`src/rtl/arb_pkg.sv`:
```
`default_nettype none
// ============================================================================
// Module   : arb_pkg
// Purpose  : Shared constants and helpers for the round-robin arbiter family
//            (index-width derivation, one-hot-or-zero check, defaults).
// Revision : 1.0 - initial release
// ============================================================================
package arb_pkg;

  localparam int DEF_REQ_NUM = 8;
  localparam int DEF_DATA_W  = 8;
  // Widest request vector the helper functions accept.
  localparam int MAX_REQ_NUM = 32;

  // Ceiling log2; clog2(1) = 0.
  function automatic int clog2(input int value);
    int result;
    result = 0;
    for (int v = value - 1; v > 0; v = v >> 1) begin
      result = result + 1;
    end
    return result;
  endfunction

  // True when at most one bit of the vector is set.
  function automatic logic onehot0(input logic [MAX_REQ_NUM-1:0] vec);
    return ((vec & (vec - MAX_REQ_NUM'(1))) == '0);
  endfunction

endpackage : arb_pkg
`default_nettype wire

```
`src/rtl/arb_req_slot.sv`:
```
`default_nettype none
// ============================================================================
// Module   : arb_req_slot
// Purpose  : One producer port of the requester agent: single-word hold
//            register, ready generation and saturating wait counter.
// Revision : 1.0 - initial release
// ============================================================================
module arb_req_slot
  import arb_pkg::*;
#(
  parameter int DATA_W     = DEF_DATA_W,
  parameter int STARVE_LIM = 16
) (
  input  logic              clk,
  input  logic              rst_n,
  input  logic              in_valid,
  input  logic [DATA_W-1:0] in_data,
  input  logic              pop,
  output logic              in_ready,
  output logic              hold_valid,
  output logic [DATA_W-1:0] hold_data,
  output logic              starved
);

  localparam int                WAIT_W   = clog2(STARVE_LIM + 1);
  localparam logic [WAIT_W-1:0] WAIT_MAX = WAIT_W'(STARVE_LIM);

  logic [WAIT_W-1:0] wait_cnt;
  logic              take;

  // A popped slot can be refilled in the same cycle, so ready includes pop.
  assign in_ready = !hold_valid || pop;
  assign take     = in_valid && in_ready;
  assign starved  = (wait_cnt == WAIT_MAX);

  // Hold register: load on handshake (also covers pop+refill), empty on pop.
  always_ff @(posedge clk or negedge rst_n) begin
    if (!rst_n) begin
      hold_valid <= 1'b0;
      hold_data  <= '0;
    end else if (take) begin
      hold_valid <= 1'b1;
      hold_data  <= in_data;
    end else if (pop) begin
      hold_valid <= 1'b0;
    end
  end

  // Wait counter: counts held cycles (backpressure included), saturates.
  always_ff @(posedge clk or negedge rst_n) begin
    if (!rst_n) begin
      wait_cnt <= '0;
    end else if (!hold_valid || pop) begin
      wait_cnt <= '0;
    end else if (wait_cnt != WAIT_MAX) begin
      wait_cnt <= wait_cnt + WAIT_W'(1);
    end
  end

endmodule : arb_req_slot
`default_nettype wire

```
`src/rtl/arb_req_agent.sv`:
```
`default_nettype none
// ============================================================================
// Module   : arb_req_agent
// Purpose  : Requester-side agent for the round-robin arbiter. Buffers one
//            word per port, raises reqs, checks grant legality, forwards the
//            granted word to a registered output stage with its port index,
//            and reports protocol errors and per-port starvation.
// Revision : 1.0 - initial release
// ============================================================================
module arb_req_agent
  import arb_pkg::*;
#(
  parameter  int REQ_NUM    = DEF_REQ_NUM,  // 2..MAX_REQ_NUM
  parameter  int DATA_W     = DEF_DATA_W,
  parameter  int STARVE_LIM = 16,
  localparam int IDX_W      = clog2(REQ_NUM)
) (
  input  logic                      clk,
  input  logic                      rst_n,
  input  logic [REQ_NUM-1:0]        in_valid,
  output logic [REQ_NUM-1:0]        in_ready,
  input  logic [REQ_NUM*DATA_W-1:0] in_data,
  output logic [REQ_NUM-1:0]        reqs,
  input  logic [REQ_NUM-1:0]        grants,
  output logic                      out_valid,
  input  logic                      out_ready,
  output logic [DATA_W-1:0]         out_data,
  output logic [IDX_W-1:0]          out_idx,
  output logic                      proto_err,
  output logic [REQ_NUM-1:0]        starved
);

  logic [REQ_NUM-1:0] hold_valid;
  logic [DATA_W-1:0]  hold_data [REQ_NUM];
  logic [REQ_NUM-1:0] pop;
  logic               can_take;
  logic               legal;
  logic [IDX_W-1:0]   pop_idx;
  logic [DATA_W-1:0]  pop_data;

  // reqs never looks at grants, so the arbiter sees no combinational loop.
  assign can_take = !out_valid || out_ready;
  assign reqs     = hold_valid & {REQ_NUM{can_take}};

  // A grant subset of reqs already implies can_take, so a legal pop always
  // has room in the output stage.
  assign legal = onehot0(MAX_REQ_NUM'(grants)) && ((grants & ~reqs) == '0);
  assign pop   = legal ? grants : '0;

  generate
    for (genvar i = 0; i < REQ_NUM; i++) begin : g_slot
      arb_req_slot #(
        .DATA_W     (DATA_W),
        .STARVE_LIM (STARVE_LIM)
      ) u_slot (
        .clk        (clk),
        .rst_n      (rst_n),
        .in_valid   (in_valid[i]),
        .in_data    (in_data[i*DATA_W +: DATA_W]),
        .pop        (pop[i]),
        .in_ready   (in_ready[i]),
        .hold_valid (hold_valid[i]),
        .hold_data  (hold_data[i]),
        .starved    (starved[i])
      );
    end
  endgenerate

  // Encode the (at most one-hot) pop vector into an index and select its word.
  always_comb begin
    pop_idx  = '0;
    pop_data = '0;
    for (int i = 0; i < REQ_NUM; i++) begin
      if (pop[i]) begin
        pop_idx = i[IDX_W-1:0];
      end
      pop_data = pop_data | (hold_data[i] & {DATA_W{pop[i]}});
    end
  end

  // Output stage: load on pop, drain on consumption, hold under backpressure.
  always_ff @(posedge clk or negedge rst_n) begin
    if (!rst_n) begin
      out_valid <= 1'b0;
      out_data  <= '0;
      out_idx   <= '0;
    end else if (pop != '0) begin
      out_valid <= 1'b1;
      out_data  <= pop_data;
      out_idx   <= pop_idx;
    end else if (out_ready) begin
      out_valid <= 1'b0;
    end
  end

  // Sticky protocol error, cleared only by reset.
  always_ff @(posedge clk or negedge rst_n) begin
    if (!rst_n) begin
      proto_err <= 1'b0;
    end else if (!legal) begin
      proto_err <= 1'b1;
    end
  end

endmodule : arb_req_agent
`default_nettype wire

```
`config.mk`:
```
export PLATFORM = sky130hd
export DESIGN_NAME = arb_req_agent
export DESIGN_NICKNAME = d
export VERILOG_FILES = /design/src/rtl/arb_pkg.sv /design/src/rtl/arb_req_slot.sv /design/src/rtl/arb_req_agent.sv
export SDC_FILE = /design/constraint.sdc
export NUM_CORES = 1
export LEC_CHECK = 0
export CAP_MARGIN = 20
export CORE_MARGIN = 4
export CORE_UTILIZATION = 51
export DETAILED_ROUTE_END_ITERATION = 8
export DONT_BUFFER_PORTS = 1
export GPL_ROUTABILITY_DRIVEN = 1
export PLACE_DENSITY_LB_ADDON = 0.12
export RECOVER_POWER = 50
export SYNTH_ARGS = -nofsm -noshare
export SYNTH_HDL_FRONTEND = slang
export SYNTH_SLANG_ARGS = --single-unit
export TNS_END_PERCENT = 1
```
`constraint.sdc`:
```
create_clock -name clk -period 2.4 [get_ports clk]
set_clock_uncertainty 0.1 [all_clocks]
set_input_delay 0.48 -clock clk [delete_from_list [all_inputs] [get_ports clk]]
set_output_delay 0.48 -clock clk [all_outputs]
set_load 0.02 [all_outputs]
```
==> metrics.txt <==
Area Growth Syn to Fin 18.0%; ys async rst share 100%; Worst-Margin Slew between 400 and 500 ps; post-synthesis mux area share 15.3%; most common cell after layout, fill and taps aside dfrtp_1; first drt pass iteration count 6; port buffer count 0; Core ar. 11400 um2; grt total ovfl 0; leak pwr 3.17 nW; most frequent cells in the layout dfrtp_1 (123), mux2_2 (73), buf_4 (36), nor2_1 (35), a22oi_1 (28); Die H 116 um; crit end category output port; synthesized area per cell 12.1 um2; largest net degree at the start of global routing between 100 and 150; Post-Synth Simple-Gate Area 11.7%; post-synthesis cell type count 41; gpl congestion approximately 0.76; mapped cell area 5970 um2; Mapped Nets slightly below 600; Via Count approximately 3900; register area share after synthesis a little over half; synth warn 0; hpwl dp 10100 um; WL final 14300 um; Inserted Clock Buffers 17; Die ar. 13500 um2; vias per cell about 5.7; Clk pin slew, worst setup/hold paths 50 ps; Final Power about 7.7 mW; number of synthesized flops with an enable pin 0; Placed Area 6340 um2; CTS H-tree depth 4; # clock sinks approximately 130; initial antenna violation count 2; # setup viols final 8; Power Density between 1000 and 1500 nW/um2; Fmax just under 0.4 GHz; CTS tree built; Final Hold Fails roughly 130; Setup TNS Final -889 ps; worst-path fanout max 5; post-synthesis xor/xnor area fraction 4.70%; Antenna Nets Post-Route 0; reg2reg start out_valid; failing checks hold timing, setup timing; IO Pins 120; Max-slew headroom 66.6%; Synth Area in Compound Gates ~7.3%; combinational family with the most area after synthesis multiplexers; Syn Inst Count ~500; hold slack -344 ps; outcome finished, violations left; Total Routing Usage GR ~23%; WP data arrival 2000 ps; Die X between 100 and 150 um; final instance area between 7000 and 8000 um2; kind of critical path flop to output port; clk root buf clkbuf_16; Worst VDD drop 0.943 mV; Filler cells slightly above 900; CP Data Required Time roughly 1800 ps; Setup WS post-layout -178 ps; Critical Path Source out_valid; # DRC 0; HP Class input pin to async pin; DRC marker count from the first detailed-route iteration 225; Tmin final around 2600 ps; per-cell routed wire length around 21 um; FF+latch count, synth around 130; global-route wire length before repair around 23000 um; # diodes 0; nets 627; RSZ-0062 raised after global routing yes; Worst-Skew Late Latency between 400 and 500 ps; Rows 39; Post-Synth Adder-Cell Area 3.35%; total of max-cap violations 0; final worst path period share 107%; number of global-route vias before repair ~4300; Synth Flop Type dfrtp_1; share of cells above drive strength 1 between 30 and 40%; nature of the critical path startpoint flop; Starting Density between 50% and 60%; worst-case clock buffer depth 2; max-slew violations 0
## cell type report
class | count | area [um2] | area share (%)
Timing Repair Buffer | 46 | 417 | 5.91
Sequential cell | 125 | 3130 | 44.4
Inverter | 26 | 97.6 | 1.39
Tap cell | 143 | 179 | 2.54
Clock buffer | 22 | 464 | 6.59
Clock inverter | 10 | 139 | 1.97
Multi-Input combinational cell | 312 | 2620 | 37.2
## power by group
| part | total, mW | internal [mW] | switching [mW] |
|---|---|---|---|
| clock | 2.60 | 1.68 | 0.912 |
| combinational | 1.67 | 0.928 | 0.745 |
| sequential | 3.45 | 2.80 | 0.646 |
| total | 7.72 | 5.41 | 2.30 |
## logic make-up (layout without fill, tap and decap cells)
| kind of cell | count (synthesis) | count (layout) |
|---|---|---|
| xor+xnor | 32 | 32 |
| simple gates | 131 | 132 |
| fa+ha+maj | 16 | 16 |
| mux | 82 | 82 |
| flops | 125 | 125 |
| buf+inv | 58 | 104 |
| compound gates | 50 | 50 |
## metal layers
| metal | up-vias | wire length (um) | track usage [%] | part of all wire, % |
|---|---|---|---|---|
| met4 | 4 | 386 | 9.51 | 2.7 |
| met1 | 1951 | 5760 | 26.9 | 40 |
| met2 | 134 | 6740 | 35.9 | 47 |
| li1 | 1808 | - | - | - |
| met5 | - | 21 | 0 | 0.15 |
| met3 | 32 | 1370 | 10.4 | 9.6 |
## synthesized netlist by cell type (12+ instances only)
library cell  count  area [um2]
nand3_1          19        95.1
xnor2_1          16         140
nand4_1          14        87.6
dfrtp_1         125        3130
xor2_1           16         140
a22oi_1          28         210
mux2_2           73         822
nand2_1          14        52.6
ha_1             16         200
inv_1            26        97.6
nor3_1           12        60.1
nor2_1           35         131
buf_4            20         150
## worst max-delay path: stages, from the launching register on
cell,delay (ps)
dfrtp_2,440
nand2b_4,110
buf_4,140
nand4_1,180
a211oi_2,220
nand4_1,180
buf_4,180
nand2_2,120
## path summary, 6_finish.rpt
check,slack [ps],to,cells past startpoint
min in group clk,60,g_slot[1].u_slot.hold_valid,1
hold / removal,-340,g_slot[4].u_slot.wait_cnt[3],0
setup / recovery,-180,in_ready[6],7
hold reg to reg,410,g_slot[3].u_slot.hold_data[0],1
setup reg to reg,30,g_slot[6].u_slot.hold_data[6],9
max in group asynchronous,2350,g_slot[3].u_slot.hold_data[0],0
## sequential cells by signal (all words and copies together), names as in the netlist
| name | flops |
|---|---|
| g_slot.u_slot.wait_cnt | 40 |
| g_slot.u_slot.hold_valid | 8 |
| g_slot.u_slot.hold_data | 64 |
| out_valid | 1 |
| out_data | 8 |
| proto_err | 1 |
| out_idx | 3 |
## through the flow
stage / worst slack [ps] / util [%] / instances
after floorplan: -89.1 / - / 494
after global placement: -274 / 55.5 / 645
after detailed placement: -277 / 55.5 / 645
after CTS: -191 / 61.6 / 684
after global routing: -305 / 61.7 / 684
final: -178 / 61.7 / 684
## repair_timing
item,in CTS,in global routing
resized for setup,8,3
endpoints found under the hold margin,125,125
pin swaps,7,1
setup endpoints to repair,8,26
setup buffers,6,0
cloned,1,0
Power figures use the tool's default switching activity.
